### src/rtl/mips_isa_pkg.sv
// MIPS opcode constants, request class encodings and loader FSM states
// shared by the instruction encoder and its loader.
package mips_isa_pkg;

  localparam logic [2:0] CLS_R      = 3'd0;
  localparam logic [2:0] CLS_IMM    = 3'd1;
  localparam logic [2:0] CLS_LOAD   = 3'd2;
  localparam logic [2:0] CLS_STORE  = 3'd3;
  localparam logic [2:0] CLS_BRANCH = 3'd4;
  localparam logic [2:0] CLS_JUMP   = 3'd5;

  localparam logic [5:0] OP_R         = 6'b000000;
  localparam logic [2:0] OP_IMM_PFX   = 3'b001;
  localparam logic [3:0] OP_LOAD_PFX  = 4'b1000;
  localparam logic [3:0] OP_STORE_PFX = 4'b1010;
  localparam logic [5:0] OP_BEQ       = 6'b000100;
  localparam logic [5:0] OP_BNE       = 6'b000101;
  localparam logic [5:0] OP_J         = 6'b000010;
  localparam logic [5:0] OP_JAL       = 6'b000011;

  localparam logic [2:0] LUI_LOW = 3'b111;

  typedef enum logic [1:0] {
    ST_IDLE   = 2'd0,
    ST_ACCEPT = 2'd1,
    ST_WRITE  = 2'd2,
    ST_DONE   = 2'd3
  } ldr_state_t;

endpackage

### src/rtl/instr_pack.sv
// Combinational packer: decoded instruction fields to a 32-bit MIPS word,
// flagging request classes that have no encoding.
module instr_pack
  import mips_isa_pkg::*;
(
  input  logic [2:0]  req_class,
  input  logic [5:0]  req_func,
  input  logic [4:0]  req_rs,
  input  logic [4:0]  req_rt,
  input  logic [4:0]  req_rd,
  input  logic [4:0]  req_shamt,
  input  logic [15:0] req_imm,
  input  logic [25:0] req_target,
  output logic [31:0] word,
  output logic        illegal
);

  logic [4:0] imm_rs;

  // LUI has no source register; the field must encode as zero.
  assign imm_rs = (req_func[2:0] == LUI_LOW) ? 5'd0 : req_rs;

  always_comb begin
    word    = 32'd0;
    illegal = 1'b0;
    case (req_class)
      CLS_R:      word = {OP_R, req_rs, req_rt, req_rd, req_shamt, req_func};
      CLS_IMM:    word = {OP_IMM_PFX, req_func[2:0], imm_rs, req_rt, req_imm};
      CLS_LOAD:   word = {OP_LOAD_PFX, req_func[1:0], req_rs, req_rt, req_imm};
      CLS_STORE:  word = {OP_STORE_PFX, req_func[1:0], req_rs, req_rt, req_imm};
      CLS_BRANCH: word = {(req_func[0] ? OP_BNE : OP_BEQ), req_rs, req_rt, req_imm};
      CLS_JUMP:   word = {(req_func[0] ? OP_JAL : OP_J), req_target};
      default:    illegal = 1'b1;
    endcase
  end

endmodule

### src/rtl/instr_encode_loader.sv
// Session-based loader: accepts decoded instruction requests, encodes them
// and writes them to consecutive instruction-memory addresses from a base.
module instr_encode_loader
  import mips_isa_pkg::*;
#(
  parameter int ADDR_W    = 8,
  parameter int MAX_WORDS = 256
) (
  input  logic              clk,
  input  logic              rst,
  input  logic              start,
  input  logic [ADDR_W-1:0] base_addr,
  input  logic              finish,
  input  logic              req_valid,
  output logic              req_ready,
  input  logic [2:0]        req_class,
  input  logic [5:0]        req_func,
  input  logic [4:0]        req_rs,
  input  logic [4:0]        req_rt,
  input  logic [4:0]        req_rd,
  input  logic [4:0]        req_shamt,
  input  logic [15:0]       req_imm,
  input  logic [25:0]       req_target,
  output logic              imem_we,
  output logic [ADDR_W-1:0] imem_addr,
  output logic [31:0]       imem_wdata,
  input  logic              imem_ready,
  output logic              busy,
  output logic              done,
  output logic [ADDR_W:0]   word_count,
  output logic              err_illegal,
  output logic              full
);

  localparam logic [ADDR_W:0] MAX_CNT = (ADDR_W+1)'(MAX_WORDS);

  ldr_state_t        state_reg;
  logic              req_ready_reg;
  logic              imem_we_reg;
  logic [ADDR_W-1:0] addr_reg;
  logic [31:0]       word_reg;
  logic              busy_reg;
  logic              done_reg;
  logic [ADDR_W:0]   word_count_reg;
  logic              err_illegal_reg;
  logic              full_reg;
  logic              pend_finish_reg;

  logic [31:0]       packed_word;
  logic              packed_illegal;
  logic [ADDR_W:0]   count_next;

  instr_pack u_pack (
    .req_class  (req_class),
    .req_func   (req_func),
    .req_rs     (req_rs),
    .req_rt     (req_rt),
    .req_rd     (req_rd),
    .req_shamt  (req_shamt),
    .req_imm    (req_imm),
    .req_target (req_target),
    .word       (packed_word),
    .illegal    (packed_illegal)
  );

  assign count_next = word_count_reg + (ADDR_W+1)'(1);

  always_ff @(posedge clk) begin
    if (rst) begin
      state_reg       <= ST_IDLE;
      req_ready_reg   <= 1'b0;
      imem_we_reg     <= 1'b0;
      addr_reg        <= '0;
      word_reg        <= '0;
      busy_reg        <= 1'b0;
      done_reg        <= 1'b0;
      word_count_reg  <= '0;
      err_illegal_reg <= 1'b0;
      full_reg        <= 1'b0;
      pend_finish_reg <= 1'b0;
    end else begin
      case (state_reg)
        ST_IDLE: begin
          if (start) begin
            addr_reg        <= base_addr;
            word_count_reg  <= '0;
            err_illegal_reg <= 1'b0;
            full_reg        <= 1'b0;
            pend_finish_reg <= 1'b0;
            req_ready_reg   <= 1'b1;
            busy_reg        <= 1'b1;
            state_reg       <= ST_ACCEPT;
          end
        end
        ST_ACCEPT: begin
          if (req_valid && !packed_illegal) begin
            word_reg        <= packed_word;
            imem_we_reg     <= 1'b1;
            req_ready_reg   <= 1'b0;
            pend_finish_reg <= finish;
            state_reg       <= ST_WRITE;
          end else begin
            // An illegal request is consumed silently apart from the sticky flag.
            if (req_valid) begin
              err_illegal_reg <= 1'b1;
            end
            if (finish) begin
              req_ready_reg <= 1'b0;
              done_reg      <= 1'b1;
              state_reg     <= ST_DONE;
            end
          end
        end
        ST_WRITE: begin
          if (imem_ready) begin
            imem_we_reg    <= 1'b0;
            addr_reg       <= addr_reg + 1'b1;
            word_count_reg <= count_next;
            if (count_next == MAX_CNT) begin
              full_reg  <= 1'b1;
              done_reg  <= 1'b1;
              state_reg <= ST_DONE;
            end else if (pend_finish_reg || finish) begin
              done_reg  <= 1'b1;
              state_reg <= ST_DONE;
            end else begin
              req_ready_reg <= 1'b1;
              state_reg     <= ST_ACCEPT;
            end
          end else if (finish) begin
            pend_finish_reg <= 1'b1;
          end
        end
        default: begin
          done_reg        <= 1'b0;
          busy_reg        <= 1'b0;
          pend_finish_reg <= 1'b0;
          state_reg       <= ST_IDLE;
        end
      endcase
    end
  end

  assign req_ready   = req_ready_reg;
  assign imem_we     = imem_we_reg;
  assign imem_addr   = addr_reg;
  assign imem_wdata  = word_reg;
  assign busy        = busy_reg;
  assign done        = done_reg;
  assign word_count  = word_count_reg;
  assign err_illegal = err_illegal_reg;
  assign full        = full_reg;

endmodule

### config.mk
export PLATFORM = sky130hd
export DESIGN_NAME = instr_encode_loader
export DESIGN_NICKNAME = d
export VERILOG_FILES = /design/src/rtl/mips_isa_pkg.sv /design/src/rtl/instr_pack.sv /design/src/rtl/instr_encode_loader.sv
export SDC_FILE = /design/constraint.sdc
export NUM_CORES = 1
export LEC_CHECK = 0
export ABC_AREA = 1
export CAP_MARGIN = 30
export CORE_MARGIN = 2
export CORE_UTILIZATION = 42
export CTS_CLUSTER_DIAMETER = 120
export DETAILED_ROUTE_END_ITERATION = 12
export HOLD_SLACK_MARGIN = 0.03
export PLACE_DENSITY = 0.81
export SLEW_MARGIN = 20
export SYNTH_ARGS = -nofsm -noshare
export SYNTH_HDL_FRONTEND = slang
export SYNTH_SLANG_ARGS = --single-unit
### constraint.sdc
create_clock -name clk -period 2.2 [get_ports clk]
set_input_delay 0.44 -clock clk [delete_from_list [all_inputs] [get_ports clk]]
set_output_delay 0.44 -clock clk [all_outputs]
set_load 0.03 [all_outputs]
# [Yosys cells after proc, flatten, opt, wreduce, memory -nomap -nowiden]
# Index checks and enable logic that the tools add are counted.
[classes] addsub=2 n_eq_ne=22 muxes=44 n_bitwise=2 n_reduce_logical=20
[ops] cell="$pmux 32 s6" count=1
[ops] cell="$mux 1" count=22
[ops] cell="$ne 2x2->1 const B" count=11
[ops] cell="$mux 9" count=2
[ops] cell="$pmux 9 s2" count=1
[ops] cell="$mux 8" count=2
[ops] cell="$pmux 8 s2" count=1
[ops] cell="$mux 2" count=6
[ops] cell="$reduce_and 4->1" count=3
[ops] cell="$add 9x1->9 const B" count=1
[ops] cell="$eq 3x3->1 const B" count=3
[ops] cell="$eq 9x9->1 const B" count=1
[ops] cell="$pmux 1 s3" count=3
[ops] cell="$reduce_and 3->1" count=3
[ops] cell="$add 8x1->8 const B" count=1
[ops] cell="$pmux 1 s2" count=4
[ops] cell="$eq 3x2->1 const B" count=2
[ops] cell="$ne 3x3->1 const B" count=2
[ops] cell="$pmux 2 s3" count=1
[ops] cell="$reduce_and 6->1" count=1
[ops] cell="$reduce_bool 2->1" count=3
[ops] cell="$reduce_or 6->1" count=1
[ops] cell="$mux 5" count=1
[ops] cell="$reduce_and 5->1" count=1
[ops] cell="other kinds (11)" count=13
[word_totals] regBits=58 input_bits=85 word_cells=101

# [Longest topological paths before layout]
[logic_depth] depth_word=5 depth_mapped=13 mapped_depth_nobuf=13

# [By module]
# A second synthesis with hierarchy kept.
[unflattened] hier_cells=581 area_unflattened_um2=3588.4
[modules_own_cells] module="instr_encode_loader" instances=1 cells_each=370 area_each_um2=2655.0
[modules_own_cells] module="instr_pack" instances=1 cells_each=211 area_each_um2=933.4

# [Worst setup path before layout]
# Ideal clock, no wire load.
[synth_path] kind="flip-flop to flip-flop" from="register word_count_reg[0] (netlist: word_count[0])" to="register done_reg (netlist: done)" arrival_time_ps=1691 slack_ps=394 path_stages_with_launch=13 synth_period_minus_slack_ps=1806 path_cell_list="dfxtp_1 -> ha_1 -> nand3_2 -> nor2_2 -> nand2_1 -> nand2_1 -> nand2_1 -> nor2_2 -> nand2_2 -> nand3_2 -> nand3_1 -> nand2_1 -> nor2_1"
[synth_between] elab_chain_len=5 elab_cells_between_ends=7
[synth_rtl] element="start: declaration" line_no="instr_encode_loader.sv:44" text="logic [ADDR_W:0] word_count_reg;"
[synth_rtl] element="start signal: assignment" line_no="instr_encode_loader.sv:118" text="word_count_reg <= count_next;"
[synth_rtl] element="$add 9x1->9 *" line_no="instr_encode_loader.sv:66" text="assign count_next = word_count_reg + (ADDR_W+1)'(1);"
[synth_rtl] element="$eq 9x9->1 *" line_no="instr_encode_loader.sv:119" text="if (count_next == MAX_CNT) begin"
[synth_rtl] element="$mux 1" line_no="instr_encode_loader.sv:119"
[synth_rtl] element="$mux 1" line_no="instr_encode_loader.sv:115" text="if (imem_ready) begin"
[synth_rtl] element="$pmux 1 s3" line_no="instr_encode_loader.sv:82" text="case (state_reg)"
[synth_rtl] element="end signal: assignment" line_no="instr_encode_loader.sv:121" text="done_reg <= 1'b1;"
[synth_rtl] element="end signal: assignment" line_no="instr_encode_loader.sv:124" text="done_reg <= 1'b1;"
[synth_rtl] element="end signal: assignment" line_no="instr_encode_loader.sv:135" text="done_reg <= 1'b0;"
[synth_rtl] element="end: declaration" line_no="instr_encode_loader.sv:43" text="logic done_reg;"
# Every way passes the cells marked *; elsewhere a longest branch is shown, timed or not. The select of a mux whose other input is x is not followed.
# A chain may end at the register's enable or synchronous reset.

# [Worst setup path in the final report]
[layout_path] from="register word_count_reg[3] (netlist: word_count[3])" to="output word_count[3]"
[layout_lines] element="end: declaration" line_no="instr_encode_loader.sv:30" text="output logic [ADDR_W:0] word_count,"
# No word-level cell between the ends.

==> summary.md <==
The flow ran to the end, and the final reports show no timing, DRC or antenna violations. The count of endpoints failing hold in the final timing report was 0. Detailed placement ended at an HPWL of 7.22 mm. Data arrives at the worst endpoint at 1.52 ns.

The worst setup path is of the flip-flop to output port kind. The post-route netlist has 7.63% of its cells at a drive strength greater than 1. The launching element type of the critical path was a flip-flop. The number of nets in the synthesized netlist is 539. Static timing analysis puts the maximum clock frequency at 0.510 GHz.

For the maximum buffer depth of the clock tree, the log shows 2. Dividing total power by cell area gives a power density of 931 nW/um^2. STA puts the critical path data required time at 1.76 ns. The tools report the final hold slack as 0.469 ns. In this run, distinct cell masters in the synthesized netlist total 36. The tools report the net count reported at finish as 678. The number of pins exceeding their max-slew limit in the final report was 0. In this run switching power makes up 40.5% of total power.

TritonCTS created 9 clock buffers. In this run the clock root is driven by a clkbuf_8. The iteration-0 DRC count of the detailed router came out at 180. The critical path goes through clkdlybuf4s50_1.

The setup TNS was 0 ns; the synthesized area was 3080 um^2. The tools report the number of DRC violations after detailed routing as 0. Logic depth of the worst register-to-register path: 7. The library cells used most frequently in the layout, excluding fill and tap cells, are 139 x nand2_1, 138 x clkdlybuf4s50_1, 57 x dfxtp_1. For the total routing usage reported by global routing, the log shows 24.3%.

The number of flip-flops under the largest register name was 31. The synthesis-stage register bit count works out to 57. Setup violations remaining at the end of the flow were counted as 0. The clock insertion delay at the later pin of the skew report was 0.34 ns; the reported leakage power was 1.86 nW. The run gives 0.879 as the routability congestion estimate. The die is 89.7 um tall. Summed over all layers, the global routing overflow is 0. Cell internal power was estimated by the tool at 2.65 mW. After detailed routing, the average wire length per cell comes to 13.9 um. The worst IR drop on VDD was 0.000501 V. The largest total area in the synthesized netlist belongs to dfxtp_1. The most common library cell in the layout ignoring fill and taps was nand2_1. The via count was 3573. A synthesized cell averages 6.91 um^2.

In this run the critical register-to-register path is launched from state_reg[0]. Once the clock tree was built, the setup fixing pass inserted 0 buffers. Subtracting the final worst setup slack from the clock period gives 1.96 ns. Setup repair after global routing left no endpoint under its margin. The share of the synthesized area in the top cell type was 37.0%; the area growth from synthesis to layout was 55.0%. The logs give 3394 for the via count of the first global-routing pass and 9.60 mm for the routed wire length. Yosys printed 0 warnings. The die is 89.7 um wide. CTS built an H-tree with a depth of 3. The sequential group share of total power is 31.8%, and the routed via count divided by cell count is 5.19. The tools report the initial standard-cell utilization of the core as 43.0%.

The most critical setup path has its startpoint at word_count[3]. In the finished design, the share of the clock period the worst path needs comes to 89.2%. The first global-routing pass estimated 15.2 mm of wire. For the number of antenna violations at the first check in global routing, the log shows 0. The port buffer count is 138. Slowest stage cell on the critical path: clkdlybuf4s50_1. After synthesis, the cell types taking the most area are dfxtp_1 37%, nand2_1 17%, o21ai_0 6.5%.

The max-cap check violation count is 0. Entering global routing, the biggest net connects 56 pins. Sequential elements use 37.0% of the synthesized area. The logs give 57 for the CTS sink count and 0 for the number of antenna repair diodes. The die area is 8040 um^2, and the core footprint is 7180 um^2. For the share of power burned in combinational logic, the log shows 46.6%.

Share of total power in the clock network: 21.6%. Clock-pin slew reported for the worst setup and hold paths after clock tree synthesis: 0.07 ns. Among cell families on the critical path, the largest total delay comes from buffers and inverters.

The tools report the endpoint of the most critical setup path as word_count[3]. 140 I/O pins were placed. The delay contributed by the slowest stage of the critical path was 0.72 ns.

The total buffers and inverters traversed by the critical path came out at 1. The run gives 0 as the antenna violation net count after detailed routing. The worst flop-to-flop path endpoint was imem_addr[3].

The first detailed-routing pass took 5 iterations. TritonCTS built the clock tree. The worst clock skew is 0.0105 ns, and the count of cell instances traversed by the critical path is 1. Synthesis handed over a netlist of 446 instances. The floorplan has 31 rows. STA classifies the critical path endpoint as an output port. The worst register-to-register path has a setup slack of 0.25 ns. The largest fanout on the critical path was 7.

The class of the tightest hold or removal check is flip-flop to flip-flop. The net switching component of the power came out at 1.80 mW.
area by class of cell:
class | count | area, um^2
Clock buffer | 13 | 149
Clock inverter | 3 | 40.0
Fill cell | 600 | 2400
Inverter | 41 | 158
Multi-Input combinational cell | 326 | 1680
Sequential cell | 57 | 1140
Tap cell | 99 | 124
Timing Repair Buffer | 150 | 1480
power groups by stage:
stage / sequential [mW] / clock (mW) / combinational (mW)
after floorplan: 1.76 / 0 / 0.933
after global placement: 1.42 / 0 / 2.00
after detailed placement: 1.43 / 0 / 2.04
after CTS: 1.41 / 0.977 / 2.05
after global routing: 1.44 / 1.03 / 2.26
final: 1.41 / 0.962 / 2.07
kinds of logic (layout without fill, tap and decap cells):
family | Yosys count | in the layout | synth area share [%]
and+or+nand+nor | 200 | 200 | 26.9
AOI/OAI and AO/OA | 114 | 114 | 23.2
xor gates and xnor gates | 3 | 3 | 0.852
other | 1 | 1 | 0.122
buffers and inverters | 63 | 207 | 8.60
DFF | 57 | 57 | 37.0
adders and majority gates | 8 | 8 | 3.25
how the worst min path moves through the flow:
stage | startpoint | endpoint | slack, ns | cells after the start
6_report | imem_wdata[26] | imem_wdata[26] | 0.47 | 2
5_1_grt | imem_wdata[31] | imem_wdata[31] | 0.50 | 2
4_1_cts | imem_wdata[26] | imem_wdata[26] | 0.47 | 2
3_5_place_dp | imem_wdata[26] | imem_wdata[26] | 0.46 | 2
3_3_place_gp | full | full | 0.46 | 2
2_1_floorplan | pend_finish_reg | pend_finish_reg | 0.47 | 1
repair_timing:
action / CTS / global route
endpoints found under the setup margin: 0 / 1
resized for setup: 0 / 2
hold buffers: 0 / 0
cell usage after synthesis:
cell	number
ha_1	8
o211a_1	2
o21ai_0	40
o21bai_1	1
or2_2	1
dfxtp_1	57
nand2_2	1
xnor2_1	1
nand3_1	24
a211oi_1	6
nor2_2	7
nand2_1	139
inv_2	3
nand3_2	3
xor2_1	2
a221oi_1	3
buf_6	1
a31oi_1	7
nor3_1	3
o211ai_1	5
a21oi_1	29
buf_2	8
o31ai_1	1
o22ai_1	2
nor4_1	1
clkbuf_1	10
a21oi_2	2
clkinv_1	1
a41oi_1	14
nand4_1	1
conb_1	1
inv_1	37
nor2_1	20
a22o_1	1
o211ai_4	1
buf_4	3
per-layer routing:
layer / share of wire, % / vias to the layer above / track usage, %
li1: - / 1777 / -
met1: 40 / 1606 / 28.8
met2: 48 / 177 / 40.5
met3: 11 / 13 / 9.87
met4: 1.3 / 0 / 6.78
met5: 0 / - / 0
stage by stage:
step / total power, mW / util, % / setup slack (ns) / std cells / instance area [um^2]
after floorplan: 2.70 / - / 0.394 / 446 / 3080
after global placement: 3.42 / 63.9 / 0.189 / 673 / 4580
after detailed placement: 3.47 / 63.9 / 0.119 / 673 / 4580
after CTS: 4.44 / 66.5 / 0.162 / 689 / 4770
after global routing: 4.72 / 66.6 / 0.0583 / 689 / 4780
final: 4.45 / 66.6 / 0.238 / 689 / 4780
(Power assumes the default switching activity.)
